[src/rtl/sd_sched_ctrl.sv]
// sd_sched_ctrl: per-stage start-delay / firing-interval scheduler
// driven by a saturating global counter, with an IDLE/RUN/DONE controller.
//
// Ports:
//   clk      in  clock, rising edge
//   rst      in  synchronous active-low reset
//   stall    in  freezes counters and masks fire while in RUN
//   start    in  launches a run when sampled in IDLE
//   n_items  in  firings per stage, latched on launch
//   fire     out per-stage fire strobe (combinational)
//   gl_cntr  out global schedule counter
//   busy     out high in RUN
//   done     out one-cycle pulse on run completion
//   err      out sticky order-violation flag
//
// Build option SD_SCHED_ORDER_CHK_EN: enables the stage-order
// checker on err; when undefined err is tied low.
module sd_sched_ctrl #(
   parameter int GL_CNTR_W = 16,
   parameter int NSTAGES   = 4,
   parameter int FI_W      = 4,
   parameter logic [NSTAGES*GL_CNTR_W-1:0] SD_VEC =
      {16'd12, 16'd2, 16'd1, 16'd0},
   parameter logic [NSTAGES*FI_W-1:0] FI_VEC =
      {4'd10, 4'd1, 4'd1, 4'd1}
) (
   input  logic                 clk,
   input  logic                 rst,
   input  logic                 stall,
   input  logic                 start,
   input  logic [GL_CNTR_W-1:0] n_items,
   output logic [NSTAGES-1:0]   fire,
   output logic [GL_CNTR_W-1:0] gl_cntr,
   output logic                 busy,
   output logic                 done,
   output logic                 err
);

   typedef enum logic [1:0] {
      IDLE,
      RUN,
      DONE
   } state_e;

   state_e state_q, state_d;

   logic [GL_CNTR_W-1:0] gl_q, gl_d;
   logic [GL_CNTR_W-1:0] n_q, n_d;
   logic [GL_CNTR_W-1:0] cnt_q [NSTAGES];
   logic [GL_CNTR_W-1:0] cnt_d [NSTAGES];
   logic [FI_W-1:0]      ivl_q [NSTAGES];
   logic [FI_W-1:0]      ivl_d [NSTAGES];

   logic [GL_CNTR_W-1:0] sd_c    [NSTAGES];
   logic [FI_W-1:0]      fi_ld_c [NSTAGES];

   logic [NSTAGES-1:0] fire_c;
   logic               adv;
   logic               all_fired;

   // Reload value after a fire is FI-1; an interval of 0 acts as 1.
   for (genvar g = 0; g < NSTAGES; g++) begin : g_cfg
      localparam logic [FI_W-1:0] FI = FI_VEC[g*FI_W +: FI_W];
      assign sd_c[g]    = SD_VEC[g*GL_CNTR_W +: GL_CNTR_W];
      assign fi_ld_c[g] = (FI == '0) ? '0 : FI - FI_W'(1);
   end

   always_comb begin
      adv = (state_q == RUN) && !stall;
      for (int i = 0; i < NSTAGES; i++) begin
         fire_c[i] = adv
                   && (gl_q >= sd_c[i])
                   && (ivl_q[i] == '0)
                   && (cnt_q[i] < n_q);
         cnt_d[i] = cnt_q[i] + GL_CNTR_W'(fire_c[i]);
         if (fire_c[i]) begin
            ivl_d[i] = fi_ld_c[i];
         end else if (adv && (ivl_q[i] != '0)) begin
            ivl_d[i] = ivl_q[i] - FI_W'(1);
         end else begin
            ivl_d[i] = ivl_q[i];
         end
      end

      // Leave RUN in the same cycle as the last stage's final fire.
      all_fired = 1'b1;
      for (int i = 0; i < NSTAGES; i++) begin
         if (cnt_d[i] != n_q) begin
            all_fired = 1'b0;
         end
      end

      gl_d = (adv && (gl_q != '1)) ? gl_q + GL_CNTR_W'(1) : gl_q;
      n_d     = n_q;
      state_d = state_q;

      unique case (state_q)
         IDLE: begin
            if (start) begin
               if (n_items != '0) begin
                  state_d = RUN;
                  gl_d    = '0;
                  n_d     = n_items;
                  for (int i = 0; i < NSTAGES; i++) begin
                     cnt_d[i] = '0;
                     ivl_d[i] = '0;
                  end
               end else begin
                  state_d = DONE;
               end
            end
         end
         RUN: begin
            if (all_fired) begin
               state_d = DONE;
            end
         end
         DONE: begin
            state_d = IDLE;
         end
         default: begin
            state_d = IDLE;
         end
      endcase
   end

   always_ff @(posedge clk) begin
      if (!rst) begin
         state_q <= IDLE;
         gl_q    <= '0;
         n_q     <= '0;
         for (int i = 0; i < NSTAGES; i++) begin
            cnt_q[i] <= '0;
            ivl_q[i] <= '0;
         end
      end else begin
         state_q <= state_d;
         gl_q    <= gl_d;
         n_q     <= n_d;
         for (int i = 0; i < NSTAGES; i++) begin
            cnt_q[i] <= cnt_d[i];
            ivl_q[i] <= ivl_d[i];
         end
      end
   end

`ifdef SD_SCHED_ORDER_CHK_EN
   logic err_q, err_d;
   logic viol;

   // A stage may never get ahead of its upstream neighbour,
   // compared on post-fire counts so simultaneous fires are legal.
   always_comb begin
      viol = 1'b0;
      for (int i = 1; i < NSTAGES; i++) begin
         if (fire_c[i] && (cnt_d[i] > cnt_d[i-1])) begin
            viol = 1'b1;
         end
      end
      err_d = err_q | viol;
   end

   always_ff @(posedge clk) begin
      if (!rst) begin
         err_q <= 1'b0;
      end else begin
         err_q <= err_d;
      end
   end

   assign err = err_q;
`else
   assign err = 1'b0;
`endif

   assign fire    = fire_c;
   assign gl_cntr = gl_q;
   assign busy    = (state_q == RUN);
   assign done    = (state_q == DONE);

endmodule

[config.mk]
export PLATFORM = sky130hd
export DESIGN_NAME = sd_sched_ctrl
export DESIGN_NICKNAME = d
export VERILOG_FILES = /design/src/rtl/sd_sched_ctrl.sv
export SDC_FILE = /design/constraint.sdc
export NUM_CORES = 1
export LEC_CHECK = 0
export ABC_AREA = 1
export CAP_MARGIN = 20
export CORE_ASPECT_RATIO = 0.6
export CORE_MARGIN = 3
export CORE_UTILIZATION = 55
export DETAILED_ROUTE_END_ITERATION = 10
export PLACE_DENSITY_LB_ADDON = 0.05
export RECOVER_POWER = 50
export SETUP_SLACK_MARGIN = 0.15
export SLEW_MARGIN = 20
export SYNTH_ARGS = -nofsm -noshare
export SYNTH_HDL_FRONTEND = slang
export SYNTH_SLANG_ARGS = --single-unit
[constraint.sdc]
create_clock -name clk -period 4.3 [get_ports clk]
set_input_delay 0.86 -clock clk [delete_from_list [all_inputs] [get_ports clk]]
set_output_delay 0.86 -clock clk [all_outputs]
set_load 0.005 [all_outputs]
Yosys cells after proc, flatten, opt, wreduce, memory -nomap -nowiden
Memory sizes are Yosys's and may differ from the RTL's.
Cells that the tools add are included.
- register bits after elaboration: 34
- bits in writable memories: 80
- input port bits: 20
- output and inout bits: 23
- logic and storage cells: 106
- memories: 2
- add/subtract/negate cells: 9
- magnitude comparators: 8
- eq/ne operators: 9
- multiplexer cells: 36
- bitwise gates (word level): 8
- reduce and logical (&&, ||, !) cells: 31
- memory list (memory ; words ; bits a word ; read ports ; clocked after Yosys merged registers in ; write ports ; RTL line ; source):
    cnt_q ; 4 ; 16 ; 4 ; 0 ; 4 ; 49 ; logic [GL_CNTR_W-1:0] cnt_q [NSTAGES];
    ivl_q ; 4 ; 4 ; 4 ; 0 ; 4 ; 51 ; logic [FI_W-1:0] ivl_q [NSTAGES];
- operator list (cell ; number):
    64-bit 2-to-1 mux ; 3
    16-bit 2-to-1 mux ; 11
    16-bit by 1-bit adder with 16-bit output ; 4
    16-bit < comparator ; 4
    16-bit != test ; 4
    4-bit 2-to-1 mux ; 12
    16-bit by 1-bit greater-or-equal comparator with 1-bit output, second input constant ; 2
    1-bit logical AND ; 18
    16-bit by 1-bit adder with 16-bit output, second input constant ; 1
    16-bit by 2-bit greater-or-equal comparator with 1-bit output, second input constant ; 1
    16-bit by 4-bit greater-or-equal comparator with 1-bit output, second input constant ; 1
    4-bit zero test ; 4
    16-bit != test, second input constant ; 1
    16-bit nonzero test ; 1
    4-bit nonzero test ; 4
    4-bit by 1-bit subtractor with 4-bit output, second input constant ; 4
    1-bit bitwise OR ; 8
    1-bit 2-to-1 mux ; 6
    2-bit 2-to-1 mux ; 3
    2-bit case mux with 2 select lines ; 1
    3-bit AND reduction ; 1
    2-bit by 1-bit equality test with 1-bit output, second input constant ; 1
    2-bit equality test, second input constant ; 1
    2-bit zero test ; 1
    other kinds (4) ; 4

Logic depth before layout (Yosys ltp)
- depth after elaboration: 13
- mapped depth: 30
- gate-level depth less buffers: 30

Worst setup path after synthesis
OpenSTA, ideal clock, no wires.
- kind: input -> register
- start point: input port stall
- end point: register state_q[0]
- setup time: 0.127 ns
- arrival time: 3.168 ns
- required time: 4.173 ns
- path slack: 1.004 ns
- stages: 22
- buffers on the path: 0
- cell sequence: nor3_4 -> o21ai_0 -> nor3_1 -> nand3_1 -> inv_1 -> ha_1 -> ha_1 -> nand2_1 -> inv_1 -> nand3_1 -> nand2_1 -> nand2_1 -> nand2_1 -> nand2_1 -> nor2_1 -> nand2_1 -> nor3_1 -> nand2_1 -> nor2_1 -> nand2_1 -> nand2_1 -> a21oi_1
- elaborated cells between the ends (all ways): 28
- those cells by class: add/sub: 4; eq/ne: 5; mux: 4; reduce/logical: 15
- RTL lines (element ; RTL line ; source):
    from (decl) ; 29 ; input logic stall,
    1-bit zero test ; 69 ; adv = (state_q == RUN) && !stall;
    1-bit logical AND ; 69 ;
    1-bit logical AND ; 72 ; && (gl_q >= sd_c[i])
    1-bit logical AND ; 73 ; && (ivl_q[i] == '0)
    1-bit logical AND ; 74 ; && (cnt_q[i] < n_q);
    via fire[3] ; 32 ; output logic [NSTAGES-1:0] fire,
    16-bit by 1-bit adder with 16-bit output ; 75 ; cnt_d[i] = cnt_q[i] + GL_CNTR_W'(fire_c[i]);
    16-bit != test ; 88 ; if (cnt_d[i] != n_q) begin
    1-bit 2-to-1 mux ; 88 ;
    2-bit by 1-bit != test with 1-bit output (no source line) ; -- ;
    2-bit AND reduction (no source line) ; -- ;
    to (signal assigned) ; 137 ; state_q <= state_d;
    to (decl) ; 45 ; state_e state_q, state_d;
The timed path passes the listed nets, and every way through them passes these cells.
A chain may end at the register's enable or synchronous reset.

Worst setup path in the final report
- start point: register n_q[13]
- end point: register state_q[0]
- cells in the longest elaborated chain, start to end: 10
- elaborated cells between the ends (all ways): 22
- those cells by class: add/sub: 4; order compare: 4; eq/ne: 5; mux: 4; reduce/logical: 5
- ends and longest elaborated chain (element ; RTL line ; source):
    from (decl) ; 48 ; logic [GL_CNTR_W-1:0] n_q, n_d;
    from (signal assigned) ; 139 ; n_q <= n_d;
    16-bit < comparator ; 74 ;
    1-bit logical AND ; 74 ;
    16-bit by 1-bit adder with 16-bit output ; 75 ;
    16-bit != test ; 88 ;
    1-bit 2-to-1 mux (3 in series) ; 88 ;
    1-bit 2-to-1 mux (*) ; 88 ;
    2-bit by 1-bit != test with 1-bit output (no source line) (*) ; -- ;
    2-bit AND reduction (no source line) (*) ; -- ;
Mark *: on every way between the ends. The rest lies on a longest branch, timed or not.

==> flow_summary.json <==
{
  "status": "complete, no violations",
  "clkLatencyLatePin_ns": 0.43,
  "clk_pin_slew_ns": 0.06,
  "reg2regPathDepth": 24,
  "avgSynthCellArea_um2": 6.40,
  "fp.dieH_um": 99.2,
  "crit_top_cell": "nand2_1",
  "yosys_warnings": 0,
  "cts-root-buf": "clkbuf_16",
  "grt_pass1_vias": 7410,
  "port_buffers": 41,
  "power_mw": 3.00,
  "synth_fp_nets": 1340,
  "slowest_delay_ns": 0.32,
  "layout_min_cycle_time_ns": 3.87,
  "drtIter0Drc": 868,
  "ys_ff_latch": 114,
  "path_cells": "inv_1 -> ha_1 -> nand2_1 -> inv_1 -> o21ai_0 -> nand2_1 -> a21oi_1 -> nand3_1 -> inv_1 -> ha_1 -> ha_2 -> nand3_1 -> xor2_1 -> nor2_1 -> nor2_2 -> nand2_1 -> nor2_1 -> nand2_1 -> nor2_1 -> nand2_1 -> nor2_1 -> nand2_2 -> nand2_1 -> a21oi_1",
  "syn_to_final_growth_pct": 20.0,
  "die_w_um": 161,
  "critPathRequiredTime_ns": 4.58,
  "grt_max_degree": 44,
  "ys_seq_area_share_pct": 28.7,
  "h-tree-depth": 4,
  "final_nets": 1427,
  "wl_met3_um": 2770,
  "grt_first_pass_wirelength_um": 38400,
  "ys_types": 38,
  "p_per_area_mw_per_mm2": 315,
  "maxSlewViolCount": 0,
  "drt-met1-wl_um": 11900,
  "crit_arrival_ns": 4.15,
  "p_leak_nw": 4.36,
  "synth_area_leaders": "dfxtp_1 (29%), nand2_1 (16%), ha_1 (12%), nor2_1 (8.7%), nand3_1 (8.1%)",
  "place.gp.congestion": 0.957,
  "async_reset_ff_share_pct": 0,
  "ctsLongestPathBuffers": 2,
  "hold_end": "ivl_q[1][0]",
  "drc": 0,
  "start_kind": "flip-flop",
  "cts_num_sinks": 114,
  "layout_common_cells": "nand2_1 (343), nor2_1 (178), inv_1 (149)",
  "first_pass_iters": 6,
  "synth_cells": 1244,
  "min_from": "ivl_q[1][0]",
  "vias_per_cell": 5.42,
  "fin_crit_sh_pct": 90.0,
  "placementRows": 33,
  "cts_buffers": 17,
  "vias": 8331,
  "worstMarginPinSlew_ns": 1.39,
  "synth-edff-count": 0,
  "clock_skew_ns": 0.0122,
  "ir_drop_uv": 213,
  "synth_flop_cell": "dfxtp_1",
  "grt_overflow": 0,
  "r2r_end": "state_q[0]",
  "setup_viol": 0,
  "rsz0062_at_grt": "no",
  "cts_tree": "yes",
  "initial_core_util_pct": 57.2,
  "syn_area_mm2": 0.00796,
  "netlist.area_leader.share_pct": 28.7,
  "crit_fanout": 7,
  "hp-class": "reg2reg",
  "wl_per_cell_um": 15.7,
  "diodes": 0,
  "ant_nets": 0,
  "core_area_mm2": 0.0139,
  "yosys.area.top_type": "dfxtp_1",
  "relSlewSlack_pct": 7.45,
  "ff_latch_area_mm2": 0.00229,
  "grt_usage_pct": 30.7,
  "min_delay_path_depth": 2,
  "worstSetupEndpointType": "flip-flop",
  "reg2reg_slack_ns": 0.43,
  "antenna_found_initial": 0,
  "hold_viol": 0,
  "nFillCells": 1294,
  "ioPinCount": 43,
  "cp_slowest_cell": "ha_1",
  "layout_commonest_cell": "nand2_1",
  "route.met2.wl_um": 9200,
  "hpwl_um": 18800,
  "multi_input_area_mm2": 0.00509,
  "max_cap_viol_count": 0,
  "totalWireLength_um": 24100,
  "hold_buffers": 0,
  "fin_setup_tns_ns": 0,
  "rr_startpoint": "n_q[13]",
  "die_area_mm2": 0.0160,
  "drive_gt1_share_pct": 8.56,
  "top_layer": "met4",
  "timing.fmax_ghz": 0.258,
  "crit_type": "reg2reg"
}
-- final cells by class --
type                       instances  share of cell area, %
clock inverter                    13                   1.68
multi-input combinational        959                   53.3
sequential                       114                   24.0
inverter                         157                   6.25
clock buffer                      19                   4.54
tap                              192                   2.52
timing repair buffer              82                   7.67
-- how the worst max path moves through the flow --
stage,to,start,depth (start not counted)
after floorplan,state_q[0],stall,22
after global placement,state_q[0],stall,21
after detailed placement,state_q[0],stall,21
after CTS,state_q[0],n_q[8],25
after global routing,state_q[0],n_q[13],26
final,state_q[0],n_q[13],24
-- where the power goes --
part / switching, mW / internal (mW)
registers: 0.0210 / 1.08
clock network: 0.554 / 0.910
logic: 0.282 / 0.161
-- synth_stat cells (3+ instances only) --
cell,n
inv_1,152
xnor2_1,7
o21ai_0,46
ha_1,76
nor2_1,184
nor2_2,6
o21bai_1,7
dfxtp_1,114
nor2_4,3
o211ai_1,3
a211oi_1,3
nor3_1,17
buf_2,3
nand3_1,128
nand2_2,3
inv_2,5
xnor3_1,3
nor4_1,5
clkbuf_1,10
nand2_1,345
a21o_1,4
nand4_1,25
a21oi_1,66
xor2_1,15
-- critical path: cells and delay by family, from the launching register on --
kind	cells	cell delay, ns
AO/OA/AOI/OAI	3	0.51
buffers and inverters	3	0.48
AND/OR/NAND/NOR	14	1.47
XOR/XNOR	1	0.24
flip-flops	1	0.31
adder cells (fa/ha/maj)	3	0.73
-- layer usage --
metal	vias up	track usage, %
li1	4233	-
met1	3697	47.3
met2	371	41.8
met3	30	8.70
met4	0	7.53
met5	-	0
-- through the flow --
step / util, % / cells / area [µm²] / hold WS [ns] / worst slack (ns)
2_1_floorplan: - / 1244 / 7960 / 0.441 / 1.00
3_3_place_gp: 63.4 / 1498 / 8820 / 0.456 / 0.130
3_5_place_dp: 63.4 / 1498 / 8820 / 0.470 / -0.00284
4_1_cts: 67.7 / 1530 / 9420 / 0.479 / 0.175
5_1_grt: 68.6 / 1536 / 9550 / 0.503 / 0.118
6_report: 68.6 / 1536 / 9550 / 0.474 / 0.429
-- kinds of logic (layout without fill, tap and decap cells) --
group / after synthesis / count (layout) / synth area share (%)
xor+xnor: 25 / 25 / 3.27
other cells: 1 / 1 / 0.0471
fa+ha+maj: 76 / 76 / 12.0
compound gates: 134 / 134 / 9.22
simple gates: 723 / 723 / 38.7
flops: 114 / 114 / 28.7
buf+inv: 171 / 271 / 8.16
-- what timing repair did --
action                                  in CTS  in global routing
endpoints found under the setup margin       0                  2
buffers inserted                             0                  6
gates resized for setup                      0                 30
-- state kept, by name, summed over array words and instances, names as in the netlist --
register and cells:
state_q 2, ivl_q 16, gl_cntr 16, cnt_q 64, n_q 16
Power figures use the tool's default switching activity.
